$ cat config.mk
export PLATFORM = sky130hd
export DESIGN_NAME = mult_div_unit
export DESIGN_NICKNAME = d
export VERILOG_FILES = /design/src/rtl/mult_div_unit_pkg.sv /design/src/rtl/mult_div_unit_booth_step.sv /design/src/rtl/mult_div_unit.sv
export SDC_FILE = /design/constraint.sdc
export NUM_CORES = 1
export LEC_CHECK = 0
export CORE_ASPECT_RATIO = 0.6
export CORE_MARGIN = 5
export CORE_UTILIZATION = 65
export CTS_CLUSTER_DIAMETER = 200
export DETAILED_ROUTE_END_ITERATION = 16
export PLACE_DENSITY = 0.85
export SETUP_SLACK_MARGIN = 0.5
export SYNTH_ARGS = -nofsm -noshare
export SYNTH_HDL_FRONTEND = slang
export SYNTH_SLANG_ARGS = --single-unit
$ cat constraint.sdc
create_clock -name clk -period 27.4 [get_ports clk]
set_input_delay 5.48 -clock clk [delete_from_list [all_inputs] [get_ports clk]]
set_output_delay 5.48 -clock clk [all_outputs]
set_load 0.02 [all_outputs]
$ cat src/rtl/mult_div_unit_pkg.sv
// rtl/mult_div_unit_pkg.sv - shared constants and FSM encoding for the multiply/divide unit
//
// Purpose: FSM state encoding, default operand width and the MULT/DIV funct
// codes shared with the multicycle control unit.
// Ports: none (package).
package mult_div_unit_pkg;

  localparam int WIDTH_DEFAULT = 32;

  // funct field values decoded by the control unit to raise MULT_control / DIV_control
  localparam logic [5:0] FUNCT_MULT = 6'd24;
  localparam logic [5:0] FUNCT_DIV  = 6'd26;

  typedef enum logic [2:0] {
    ST_IDLE     = 3'd0,
    ST_MULT_RUN = 3'd1,
    ST_DIV_RUN  = 3'd2,
    ST_DIV_FIX  = 3'd3,
    ST_DONE     = 3'd4
  } state_t;

endpackage

$ cat src/rtl/mult_div_unit_booth_step.sv
// rtl/mult_div_unit_booth_step.sv - one radix-2 Booth iteration (combinational)
//
// Purpose: given the {upper, lower, q(-1)} accumulator and the multiplicand,
// add/subtract the multiplicand into the upper half as selected by the two
// low accumulator bits, then arithmetic-shift the whole accumulator right.
// Ports:
//   acc_i   [2*WIDTH:0]  current accumulator
//   mcand_i [WIDTH-1:0]  signed multiplicand
//   acc_o   [2*WIDTH:0]  accumulator after this step
module mult_div_unit_booth_step
  import mult_div_unit_pkg::*;
#(
  parameter int WIDTH = WIDTH_DEFAULT
) (
  input  logic [2*WIDTH:0] acc_i,
  input  logic [WIDTH-1:0] mcand_i,
  output logic [2*WIDTH:0] acc_o
);

  logic [WIDTH:0] upper_ext;
  logic [WIDTH:0] mcand_ext;
  logic [WIDTH:0] sum;

  always_comb begin
    // One guard bit on the add keeps the sign correct when the multiplicand
    // is the most negative value; the guard bit becomes the shifted-in MSB.
    upper_ext = {acc_i[2*WIDTH], acc_i[2*WIDTH:WIDTH+1]};
    mcand_ext = {mcand_i[WIDTH-1], mcand_i};
    case (acc_i[1:0])
      2'b01:   sum = upper_ext + mcand_ext;
      2'b10:   sum = upper_ext - mcand_ext;
      default: sum = upper_ext;
    endcase
    acc_o = {sum, acc_i[WIDTH:1]};
  end

endmodule

$ cat src/rtl/mult_div_unit.sv
// rtl/mult_div_unit.sv - sequential signed multiply/divide unit, one bit per clock
//
// Purpose: serves MULT and DIV for the multicycle control unit. Multiply is
// radix-2 Booth over WIDTH cycles; divide is restoring division on magnitudes
// over WIDTH cycles followed by a sign-fix cycle. Results land in HI/LO on
// the edge entering DONE, together with a one-cycle stop pulse.
// Ports:
//   clk, reset            rising-edge clock, asynchronous active-high reset
//   MULT_control          start signed multiply (sampled only in IDLE, wins over DIV)
//   DIV_control           start signed divide (sampled only in IDLE)
//   A, B                  multiplicand/dividend, multiplier/divisor
//   HI, LO                product high/low, or remainder/quotient
//   multStop, divStop     one-cycle completion pulses
//   divZero               one-cycle pulse with divStop when the divisor was 0
//   busy                  operation in flight
module mult_div_unit
  import mult_div_unit_pkg::*;
#(
  parameter int WIDTH = WIDTH_DEFAULT
) (
  input  logic             clk,
  input  logic             reset,
  input  logic             MULT_control,
  input  logic             DIV_control,
  input  logic [WIDTH-1:0] A,
  input  logic [WIDTH-1:0] B,
  output logic [WIDTH-1:0] HI,
  output logic [WIDTH-1:0] LO,
  output logic             multStop,
  output logic             divStop,
  output logic             divZero,
  output logic             busy
);

  localparam int CW = $clog2(WIDTH + 1);
  localparam int AW = 2 * WIDTH + 1;

  state_t           state_q, state_d;
  logic [CW-1:0]    cnt_q, cnt_d;
  logic [AW-1:0]    acc_q, acc_d;
  logic [WIDTH-1:0] mcand_q, mcand_d;
  logic [WIDTH-1:0] rem_q, rem_d;
  logic [WIDTH-1:0] quo_q, quo_d;
  logic [WIDTH-1:0] dvs_q, dvs_d;
  logic             quo_neg_q, quo_neg_d;
  logic             rem_neg_q, rem_neg_d;
  logic             dz_q, dz_d;
  logic [WIDTH-1:0] hi_q, hi_d;
  logic [WIDTH-1:0] lo_q, lo_d;
  logic             mult_stop_q, mult_stop_d;
  logic             div_stop_q, div_stop_d;
  logic             div_zero_q, div_zero_d;
  logic             busy_q, busy_d;

  logic [AW-1:0]    booth_next;
  logic [WIDTH:0]   div_shift;
  logic [WIDTH:0]   div_diff;

  mult_div_unit_booth_step #(
    .WIDTH(WIDTH)
  ) u_booth_step (
    .acc_i  (acc_q),
    .mcand_i(mcand_q),
    .acc_o  (booth_next)
  );

  // Restoring step: shift the next dividend bit into the partial remainder
  // and trial-subtract the divisor; a clear sign bit means the subtract fits.
  assign div_shift = {rem_q, quo_q[WIDTH-1]};
  assign div_diff  = div_shift - {1'b0, dvs_q};

  // State register
  always_ff @(posedge clk or posedge reset) begin
    if (reset) begin
      state_q <= ST_IDLE;
    end else begin
      state_q <= state_d;
    end
  end

  // Next-state logic
  always_comb begin
    state_d = state_q;
    case (state_q)
      ST_IDLE: begin
        if (MULT_control) begin
          state_d = ST_MULT_RUN;
        end else if (DIV_control) begin
          // Divide-by-zero still passes through DIV_FIX so it reports one
          // edge after the start is taken.
          state_d = (B == '0) ? ST_DIV_FIX : ST_DIV_RUN;
        end
      end
      ST_MULT_RUN: if (cnt_q == '0) state_d = ST_DONE;
      ST_DIV_RUN:  if (cnt_q == '0) state_d = ST_DIV_FIX;
      ST_DIV_FIX:  state_d = ST_DONE;
      ST_DONE:     state_d = ST_IDLE;
      default:     state_d = ST_IDLE;
    endcase
  end

  // Datapath and registered-output next values
  always_comb begin
    cnt_d       = cnt_q;
    acc_d       = acc_q;
    mcand_d     = mcand_q;
    rem_d       = rem_q;
    quo_d       = quo_q;
    dvs_d       = dvs_q;
    quo_neg_d   = quo_neg_q;
    rem_neg_d   = rem_neg_q;
    dz_d        = dz_q;
    hi_d        = hi_q;
    lo_d        = lo_q;
    mult_stop_d = 1'b0;
    div_stop_d  = 1'b0;
    div_zero_d  = 1'b0;
    busy_d      = (state_d == ST_MULT_RUN) || (state_d == ST_DIV_RUN) ||
                  (state_d == ST_DIV_FIX);

    case (state_q)
      ST_IDLE: begin
        if (MULT_control) begin
          mcand_d = A;
          acc_d   = {{WIDTH{1'b0}}, B, 1'b0};
          cnt_d   = CW'(WIDTH);
        end else if (DIV_control) begin
          if (B == '0) begin
            dz_d = 1'b1;
          end else begin
            dz_d      = 1'b0;
            rem_d     = '0;
            quo_d     = A[WIDTH-1] ? -A : A;
            dvs_d     = B[WIDTH-1] ? -B : B;
            quo_neg_d = A[WIDTH-1] ^ B[WIDTH-1];
            rem_neg_d = A[WIDTH-1];
            cnt_d     = CW'(WIDTH);
          end
        end
      end

      ST_MULT_RUN: begin
        if (cnt_q != '0) begin
          acc_d = booth_next;
          cnt_d = cnt_q - CW'(1);
        end else begin
          hi_d        = acc_q[AW-1:WIDTH+1];
          lo_d        = acc_q[WIDTH:1];
          mult_stop_d = 1'b1;
        end
      end

      ST_DIV_RUN: begin
        if (cnt_q != '0) begin
          if (!div_diff[WIDTH]) begin
            rem_d = div_diff[WIDTH-1:0];
            quo_d = {quo_q[WIDTH-2:0], 1'b1};
          end else begin
            rem_d = div_shift[WIDTH-1:0];
            quo_d = {quo_q[WIDTH-2:0], 1'b0};
          end
          cnt_d = cnt_q - CW'(1);
        end
      end

      ST_DIV_FIX: begin
        div_stop_d = 1'b1;
        if (dz_q) begin
          div_zero_d = 1'b1;
        end else begin
          // Quotient truncates toward zero; remainder follows the dividend.
          lo_d = quo_neg_q ? -quo_q : quo_q;
          hi_d = rem_neg_q ? -rem_q : rem_q;
        end
      end

      default: ;
    endcase
  end

  always_ff @(posedge clk or posedge reset) begin
    if (reset) begin
      cnt_q       <= '0;
      acc_q       <= '0;
      mcand_q     <= '0;
      rem_q       <= '0;
      quo_q       <= '0;
      dvs_q       <= '0;
      quo_neg_q   <= 1'b0;
      rem_neg_q   <= 1'b0;
      dz_q        <= 1'b0;
      hi_q        <= '0;
      lo_q        <= '0;
      mult_stop_q <= 1'b0;
      div_stop_q  <= 1'b0;
      div_zero_q  <= 1'b0;
      busy_q      <= 1'b0;
    end else begin
      cnt_q       <= cnt_d;
      acc_q       <= acc_d;
      mcand_q     <= mcand_d;
      rem_q       <= rem_d;
      quo_q       <= quo_d;
      dvs_q       <= dvs_d;
      quo_neg_q   <= quo_neg_d;
      rem_neg_q   <= rem_neg_d;
      dz_q        <= dz_d;
      hi_q        <= hi_d;
      lo_q        <= lo_d;
      mult_stop_q <= mult_stop_d;
      div_stop_q  <= div_stop_d;
      div_zero_q  <= div_zero_d;
      busy_q      <= busy_d;
    end
  end

  assign HI       = hi_q;
  assign LO       = lo_q;
  assign multStop = mult_stop_q;
  assign divStop  = div_stop_q;
  assign divZero  = div_zero_q;
  assign busy     = busy_q;

endmodule

-- After elaboration in Yosys (flattened, before gate mapping)
Index checks and enable logic that the tools add are counted.
- output and inout bits: 68
- logic and storage cells: 110
- register bits: 273
- input port bits: 68
- bitwise operators: 3
- equality and inequality tests: 20
- mux-type cells: 43
- reduce and logical (&&, ||, !) cells: 19
- $add $sub $neg: 8
- operators by type and width (cell ; number):
    $mux 32 ; 17
    $pmux 32 s2 ; 4
    $mux 65 ; 2
    $pmux 65 s2 ; 1
    $neg 32->32 ; 4
    $pmux 33 s2 ; 1
    $add 32x32->33 ; 1
    $sub 32x32->33 ; 1
    $sub 33x32->33 ; 1
    $logic_not 32->1 ; 1
    $mux 6 ; 4
    $ne 2x2->1 const B ; 8
    $eq 3x2->1 const B ; 4
    $mux 3 ; 4
    $pmux 3 s4 ; 1
    $pmux 6 s2 ; 1
    $reduce_and 4->1 ; 3
    $reduce_and 3->1 ; 3
    $mux 1 ; 8
    $reduce_bool 2->1 ; 4
    $eq 3x1->1 const B ; 2
    $logic_not 6->1 ; 1
    $ne 3x3->1 const B ; 2
    $reduce_bool 6->1 ; 1
    other kinds (12) ; 14

-- Logic depth before layout (Yosys ltp)
Gate-level depths: netlist of run 1.
- word-level depth: 8
- mapped depth: 19
- mapped depth without buffers: 18

-- By module
Synthesis of run 1 repeated with hierarchy kept, for this count alone.
- cells, all modules: 2343
- area, all modules: 18950.7 um2
- modules (own cells, without submodules) (module ; cells an instance ; area each (um2) ; times used):
    mult_div_unit ; 1864 ; 15851.5 ; 1
    mult_div_unit_booth_step ; 479 ; 3099.2 ; 1

-- Worst setup path before layout of run 1
No wires, ideal clock.
- path kind: input port to flip-flop
- start point: input port B[21]
- end point: register cnt_q[0]
- path slack: 19.286 ns
- arrival: 7.989 ns
- stages on the path: 9
- setup time: 0.125 ns
- required time: 27.275 ns
- cells stage by stage: or3_1 > or4_4 > or4_4 > or4_4 > nand2b_2 > nand2_2 > nor2_4 > nor2_1 > mux2_2
- longest elaborated chain between the ends: 3
- RTL lines (what ; RTL line ; RTL):
    from (decl) ; mult_div_unit.sv:26 ; input logic [WIDTH-1:0] B,
    $logic_not 32->1 ; mult_div_unit.sv:128 ; if (B == '0) begin
    $ne 3x3->1 (no source line) ; -- ;
    $reduce_and 4->1 (no source line) ; -- ;
    to (signal assigned) ; mult_div_unit.sv:199 ; cnt_q <= cnt_d;
    to (decl) ; mult_div_unit.sv:39 ; logic [CW-1:0] cnt_q, cnt_d;
No other way between the ends.
A chain may end at the register's enable or synchronous reset.

-- Worst setup path after layout of run 1
Same ends and word-level chain as after synthesis.

==> results.ini, run 1 <==
[global_route]
grt_max_degree=139
grt_pass1_vias=15800
grt_usage=0.349
antenna_found_initial=3
gr-total-overflow=0
grt_pass1_wl_microns=88400

[synth]
synth_nets=2361
ys_seq_area_frac=0.377
synth_edf_count=0
yosysWarningCount=0
synth_compound_area_frac=0.209
synthCells=2219
syn_avg_cell_area_sq_um=8.16
synthXorXnorAreaFrac=0.0977
yosys_most_used_dff=dfrtp_1
synth_top_family_by_area=compound AO/OA/AOI/OAI gates
ys_ff_latch=273
synthAdderAreaFrac=0.0520
muxShareOfSynthArea=0.0337
synth-simple-area-share=0.190
synth_area_leaders=dfrtp_1 38%, o21ai_0 7.6%, nand2_1 7.0%, xor2_1 5.4%, ha_1 5.0%
syn-cell-area_sq_mm=0.0181
synth_top_area_frac=0.377
ys_types=69
yosysTopAreaCell=dfrtp_1
async_flop_share=1.00

[sta]
worst_slack_ns=18.31
slew_headroom=0.222
skew_ns=0.0134
drv_slew=0
hold_viol=0
rsz0062_at_grt=false
max_freq_mhz=110
holdWs_ns=0.478
worst_slew_pin_slew_ns=1.17
fin_tns_setup_ns=0
finalCritPeriodShare=0.332
finalSetupViolCount=0
period_needed_ns=9.09

[setup_path]
crit_family=simple AND/OR/NAND/NOR gates
cp_common_cell=or4_4
worstRegToRegCells=17
rr_startpoint=mcand_q[3]
setup.worst_path.start_class=primary input
cp.depth=10
worst-path-buf-inv=1
r2r-end=acc_q[64]
critPathMaxStageDelay_ns=0.54
rrSetupSlack_ns=21.46
end_kind=flip-flop
cp_max_fo=41
critical_path_arrival_ns=9.53
required_ns=27.84
path_cells=clkdlybuf4s50_1, or3_1, or4_4, or4_4, or4_4, nand2b_2, nand2_2, nor2_4, nor2_1, mux2_2
crit_path_end=cnt_q[0]
cp-startpoint=B[21]
crit_slowest_cell=nand2b_2
crit_type=in2reg

[drt]
drt-total-wl_microns=56300
post_drt_wl_per_cell_microns=21.0
ant_nets=0
num_vias=17200
initialDrtViolationCount=2141
drc_errors=0
vias_per_cell=6.44
drt_first_pass_iters=6

[floorplan]
num_rows=47
io_pins=136
die_h_microns=139
core_area_sq_mm=0.0275
dieArea_sq_mm=0.0314
die_w_microns=225
initial_core_util=0.658

[power_and_ir_drop]
power.internal_mw=1.50
power.switching_mw=1.45
p_leak_nw=8.88
p_sw_frac=0.491
ir_worst_vdd_mv=0.105
power_frac_clock=0.133
power_density_mw_per_mm2=144
power_frac_seq=0.263
fin_total_pwr_mw=2.95
combPwrFrac=0.604

[placement]
place_ws_ns=17.83
gp_congestion=1.03
dp.final_hpwl_microns=41100
port_buffers=135

[clock_network]
cts_buffers=27
clock_sinks=273
cts_tree=done
clkTransAtPathRegs_ns=0.06
root_buffer=clkbuf_16
ctsHoldBuffers=0
clk_latency_ns=0.56
htree_num_levels=1
ctsResizeCount=0
cts_buffer_depth=3
cts_setup_buffers=0

[final_layout]
nNetsFinal=2428
final_layout_size_suffix_gt1_frac=0.0568
fillerInstances=2104
antenna_cells=0
area_growth_syn_to_layout_pct=13.3

[worst_hold_path]
min_path_cells=2
min_path_type=reg2reg

[flow_run]
max_cap_viol_count=0

[run_status]
status=finished, final reports clean

-- worst min-delay path by stage --
stage,from,to
2_1_floorplan,dvs_q[13],dvs_q[13]
3_3_place_gp,LO[10],LO[10]
3_5_place_dp,HI[26],HI[26]
4_1_cts,LO[11],LO[11]
5_1_grt,LO[19],LO[19]
6_report,LO[11],LO[11]
-- worst register-to-register path: stages, from the launching register on --
cell and delay [ns]:
dfrtp_1 0.44, or4_1 0.54, nor4_1 0.45, and2_1 0.26
nand2_1 0.10, nor3_1 0.51, nor2_1 0.11, xnor2_1 0.43
ha_1 0.40, and2_1 0.21, a311o_1 0.33, a221o_1 0.32
a22o_1 0.28, o31a_1 0.34, or4b_1 0.47, a31oi_1 0.23
xnor2_1 0.13, a32o_1 0.27
-- through the flow --
step	cells	cell area [sq um]	util
2_1_floorplan	2219	18100	-
6_report	2674	20500	0.746
4_1_cts	2674	20500	0.746
3_3_place_gp	2624	19600	0.712
3_5_place_dp	2624	19600	0.712
5_1_grt	2674	20500	0.746
-- state kept, by name, summed over array words and instances, names as in the netlist --
signal,count
rem_q,32
LO,32
divZero,1
dvs_q,32
acc_q,65
divStop,1
dz_q,1
rem_neg_q,1
multStop,1
quo_neg_q,1
mcand_q,32
cnt_q,6
busy,1
quo_q,32
state_q,3
HI,32
-- cell families (layout without fill, tap and decap cells) --
| kind of cell | count (synthesis) | in the layout |
|---|---|---|
| and+or+nand+nor | 772 | 772 |
| muxes | 57 | 57 |
| DFF | 273 | 273 |
| xor gates and xnor gates | 202 | 202 |
| adders and majority gates | 74 | 74 |
| AOI/OAI and AO/OA | 652 | 652 |
| buffers and inverters | 189 | 277 |
-- cell type report --
type	count	area [sq um]	share of cell area
clock buffers	37	763	0.0372
clock inverters	13	155	0.00756
inverters	75	289	0.0141
multi-input cells	1757	10500	0.514
flip-flops and latches	273	6830	0.333
well taps	367	459	0.0224
repair buffers	152	1480	0.0721
-- power groups by stage --
stage	sequential [mW]	clock (mW)	combinational [mW]
global placement	0.763	0	1.69
finish	0.775	0.392	1.78
detailed placement	0.770	0	1.73
global route	0.794	0.411	1.97
floorplan	0.751	0	1.25
CTS	0.767	0.393	1.75
-- synthesized netlist by cell type (all sizes together) (3+ instances only) --
cell type and n:
a211oi 14, a21boi 4, a21o 21, a21oi 174, a221o 4, a22oi 3
a31oi 45, a41oi 3, and2 8, and3 10, buf 16, clkbuf 98
dfrtp 273, ha 72, inv 74, mux2 32, mux2i 25, nand2 340
nand2b 10, nand3 54, nand4 8, nor2 215, nor2b 11, nor3 31
nor3b 8, nor4 9, o211ai 18, o21a 6, o21ai 283, o21bai 6
o31a 5, o31ai 36, o41ai 13, or2 15, or3 28, or4 17
xnor2 91, xor2 111
-- placed cells by master, fill, tap and decap left out, drive strengths merged, types with 54 or more instances in the layout --
cell           instances
nand2                340
inv                   75
clkdlybuf4s50        135
dfrtp                273
nand3                 54
nor2                 215
xor2                 111
o21ai                283
a21oi                174
xnor2                 91
ha                    72
-- layer usage --
layer  vias up  GRT usage  share of wire
li1       7888          -              -
met1      8255      0.523           0.43
met2       957      0.502           0.42
met3       124      0.112           0.12
met4         6     0.0684          0.024
met5         -          0        0.00071
Power figures use the tool's default switching activity.
==> run 2, diff against run 1 <==
- CORE_UTILIZATION: 65 -> 54
- PLACE_DENSITY: 0.85 -> 0.75
- clock period: 27.4 -> 7.6 ns (I/O delays scaled with it)
==> results.ini, run 2 (synthesis results as in run 1) <==
[worst_hold_path]
min_path_type=reg2reg  ; unchanged

[global_route]
grt_usage=0.291  ; was 0.349
grt_pass1_wl_microns=88100  ; was 88400 microns
antenna_found_initial=3  ; unchanged
grt_max_degree=127  ; was 139
grt_pass1_vias=15600  ; was 15.8k
gr-total-overflow=0  ; unchanged

[floorplan]
dieArea_sq_mm=0.0374  ; was 0.0314 sq mm
num_rows=51  ; was 47
core_area_sq_mm=0.0327  ; was 0.0275 sq mm
io_pins=136  ; unchanged
die_h_microns=152  ; was 139 microns
initial_core_util=0.553  ; was 0.658
die_w_microns=246  ; was 225 microns

[clock_network]
cts_buffers=28  ; was 27
cts_setup_buffers=0  ; unchanged
ctsResizeCount=0  ; unchanged
ctsHoldBuffers=0  ; unchanged
root_buffer=clkbuf_16  ; unchanged
htree_num_levels=1  ; unchanged
cts_buffer_depth=3  ; unchanged
clock_sinks=273  ; unchanged
clk_latency_ns=0.57  ; was 0.56 ns
cts_tree=done  ; unchanged
clkTransAtPathRegs_ns=0.06  ; about the same

[sta]
fin_tns_setup_ns=0  ; unchanged
hold_viol=0  ; unchanged
slew_headroom=0.208  ; was 0.222
skew_ns=0.0152  ; was 0.0134 ns
rsz0062_at_grt=false  ; unchanged
finalSetupViolCount=0  ; unchanged
worst_slew_pin_slew_ns=1.19  ; was 1.17 ns
max_freq_mhz=180
drv_slew=0  ; unchanged
finalCritPeriodShare=0.733
period_needed_ns=5.57

[final_layout]
final_layout_size_suffix_gt1_frac=0.0584  ; was 0.0568
final_common_cell=nand2_1  ; unchanged
largest_reg_flops=65  ; unchanged
nNetsFinal=2430  ; was 2428
fin_area_sq_mm=0.0207  ; was 0.0205 sq mm
top_register=acc_q  ; unchanged
layout_common_cells=336 x nand2_1, 276 x o21ai_0, 273 x dfrtp_1  ; unchanged
area_growth_syn_to_layout_pct=14.5  ; was 13.3%

[drt]
ant_nets=0  ; unchanged
post_drt_wl_per_cell_microns=20.4  ; was 21.0 microns
drt-total-wl_microns=56200  ; was 56300 microns
initialDrtViolationCount=1734  ; was 2141
vias_per_cell=6.07  ; was 6.44
drc_errors=0  ; unchanged
num_vias=16800  ; was 17.2k
drt_first_pass_iters=5  ; was 6

[placement]
gp_congestion=0.993  ; was 1.03
dpl_cell_area_sq_mm=0.0197  ; was 0.0196 sq mm
port_buffers=135  ; unchanged
dp.final_hpwl_microns=41500  ; was 41100 microns

[flow_run]
max_cap_viol_count=0  ; unchanged

[setup_path]
cp_max_fo=7  ; was 41
required_ns=8.05  ; was 27.84 ns
critical_path_arrival_ns=6.02  ; was 9.53 ns
setup.worst_path.start_class=flip-flop  ; was primary input
end_kind=flip-flop  ; unchanged
crit_type=reg2reg  ; was in2reg

[power_and_ir_drop]
p_leak_nw=8.93  ; was 8.88 nW
fin_total_pwr_mw=10.7  ; was 2.95 mW
power_density_mw_per_mm2=515  ; was 144 mW/mm^2
ir_worst_vdd_mv=0.228  ; was 0.105 mV

[run_status]
status=finished, final reports clean  ; unchanged

run 2: cell count changes in the layout (fill, tap and decap cells not counted), sizes merged:
| cell | change |
|---|---|
| inv | -2 |
| clkinv | +1 |
| clkbuf | +3 |
| clkinvlp | -1 |
| diode | +2 |
| buf | +1 |
| bufinv | +1 |
run 2: layer usage:
metal	wire length, microns	up-vias	global-route usage
li1	-	7919	-
met1	25800	8041	0.445
met2	23600	722	0.419
met3	5490	92	0.0700
met4	1240	2	0.0605
met5	56	-	0.0115
run 2: final timing paths:
check | end | slack [ns] | from | depth (start not counted)
min | LO[23] | 0.48 | LO[23] | 2
max | acc_q[64] | 2.03 | mcand_q[5] | 17
min in group asynchronous | mcand_q[9] | 1.54 | reset | 2
min reg2reg | LO[23] | 0.48 | LO[23] | 2
max in group asynchronous | acc_q[41] | 4.66 | reset | 3
max reg2reg | acc_q[64] | 2.03 | mcand_q[5] | 17
run 2: where the power goes:
part | switching, mW | internal [mW]
Clock | 0.617 | 0.893
Combinational | 3.86 | 2.52
Sequential | 0.708 | 2.09
Total | 5.18 | 5.50
run 2: cell type report:
type                    count  area (sq um)
diodes                      2          5.00
repair buffers            153          1500
fillers                  2864         12000
inverters                  75           285
multi-input cells        1757         10500
flip-flops and latches    273          6830
clock inverters            12           170
clock buffers              40           827
well taps                 450           563
run 2: critical path: stages, from the launching register on:
cell and delay (ns):
dfrtp_1 0.42, or4_1 0.56, nor4_1 0.37, and2_1 0.24
nand2_1 0.10, nor3_1 0.46, nor2_1 0.11, xnor2_1 0.34
ha_1 0.38, and2_1 0.21, a311o_1 0.32, a221o_1 0.32
a22o_1 0.28, o31a_1 0.31, or4b_1 0.47, a31oi_1 0.22
xnor2_1 0.09, a32o_1 0.26
run 2: per-stage QoR:
| stage | hold slack, ns | cells | setup WS, ns | utilization |
|---|---|---|---|---|
| 2_1_floorplan | 0.450 | 2219 | 2.47 | - |
| 3_3_place_gp | 0.461 | 2708 | 2.06 | 0.602 |
| 3_5_place_dp | 0.470 | 2708 | 1.97 | 0.602 |
| 4_1_cts | 0.484 | 2760 | 2.13 | 0.633 |
| 5_1_grt | 0.512 | 2762 | 1.69 | 0.633 |
| 6_report | 0.482 | 2762 | 2.03 | 0.633 |
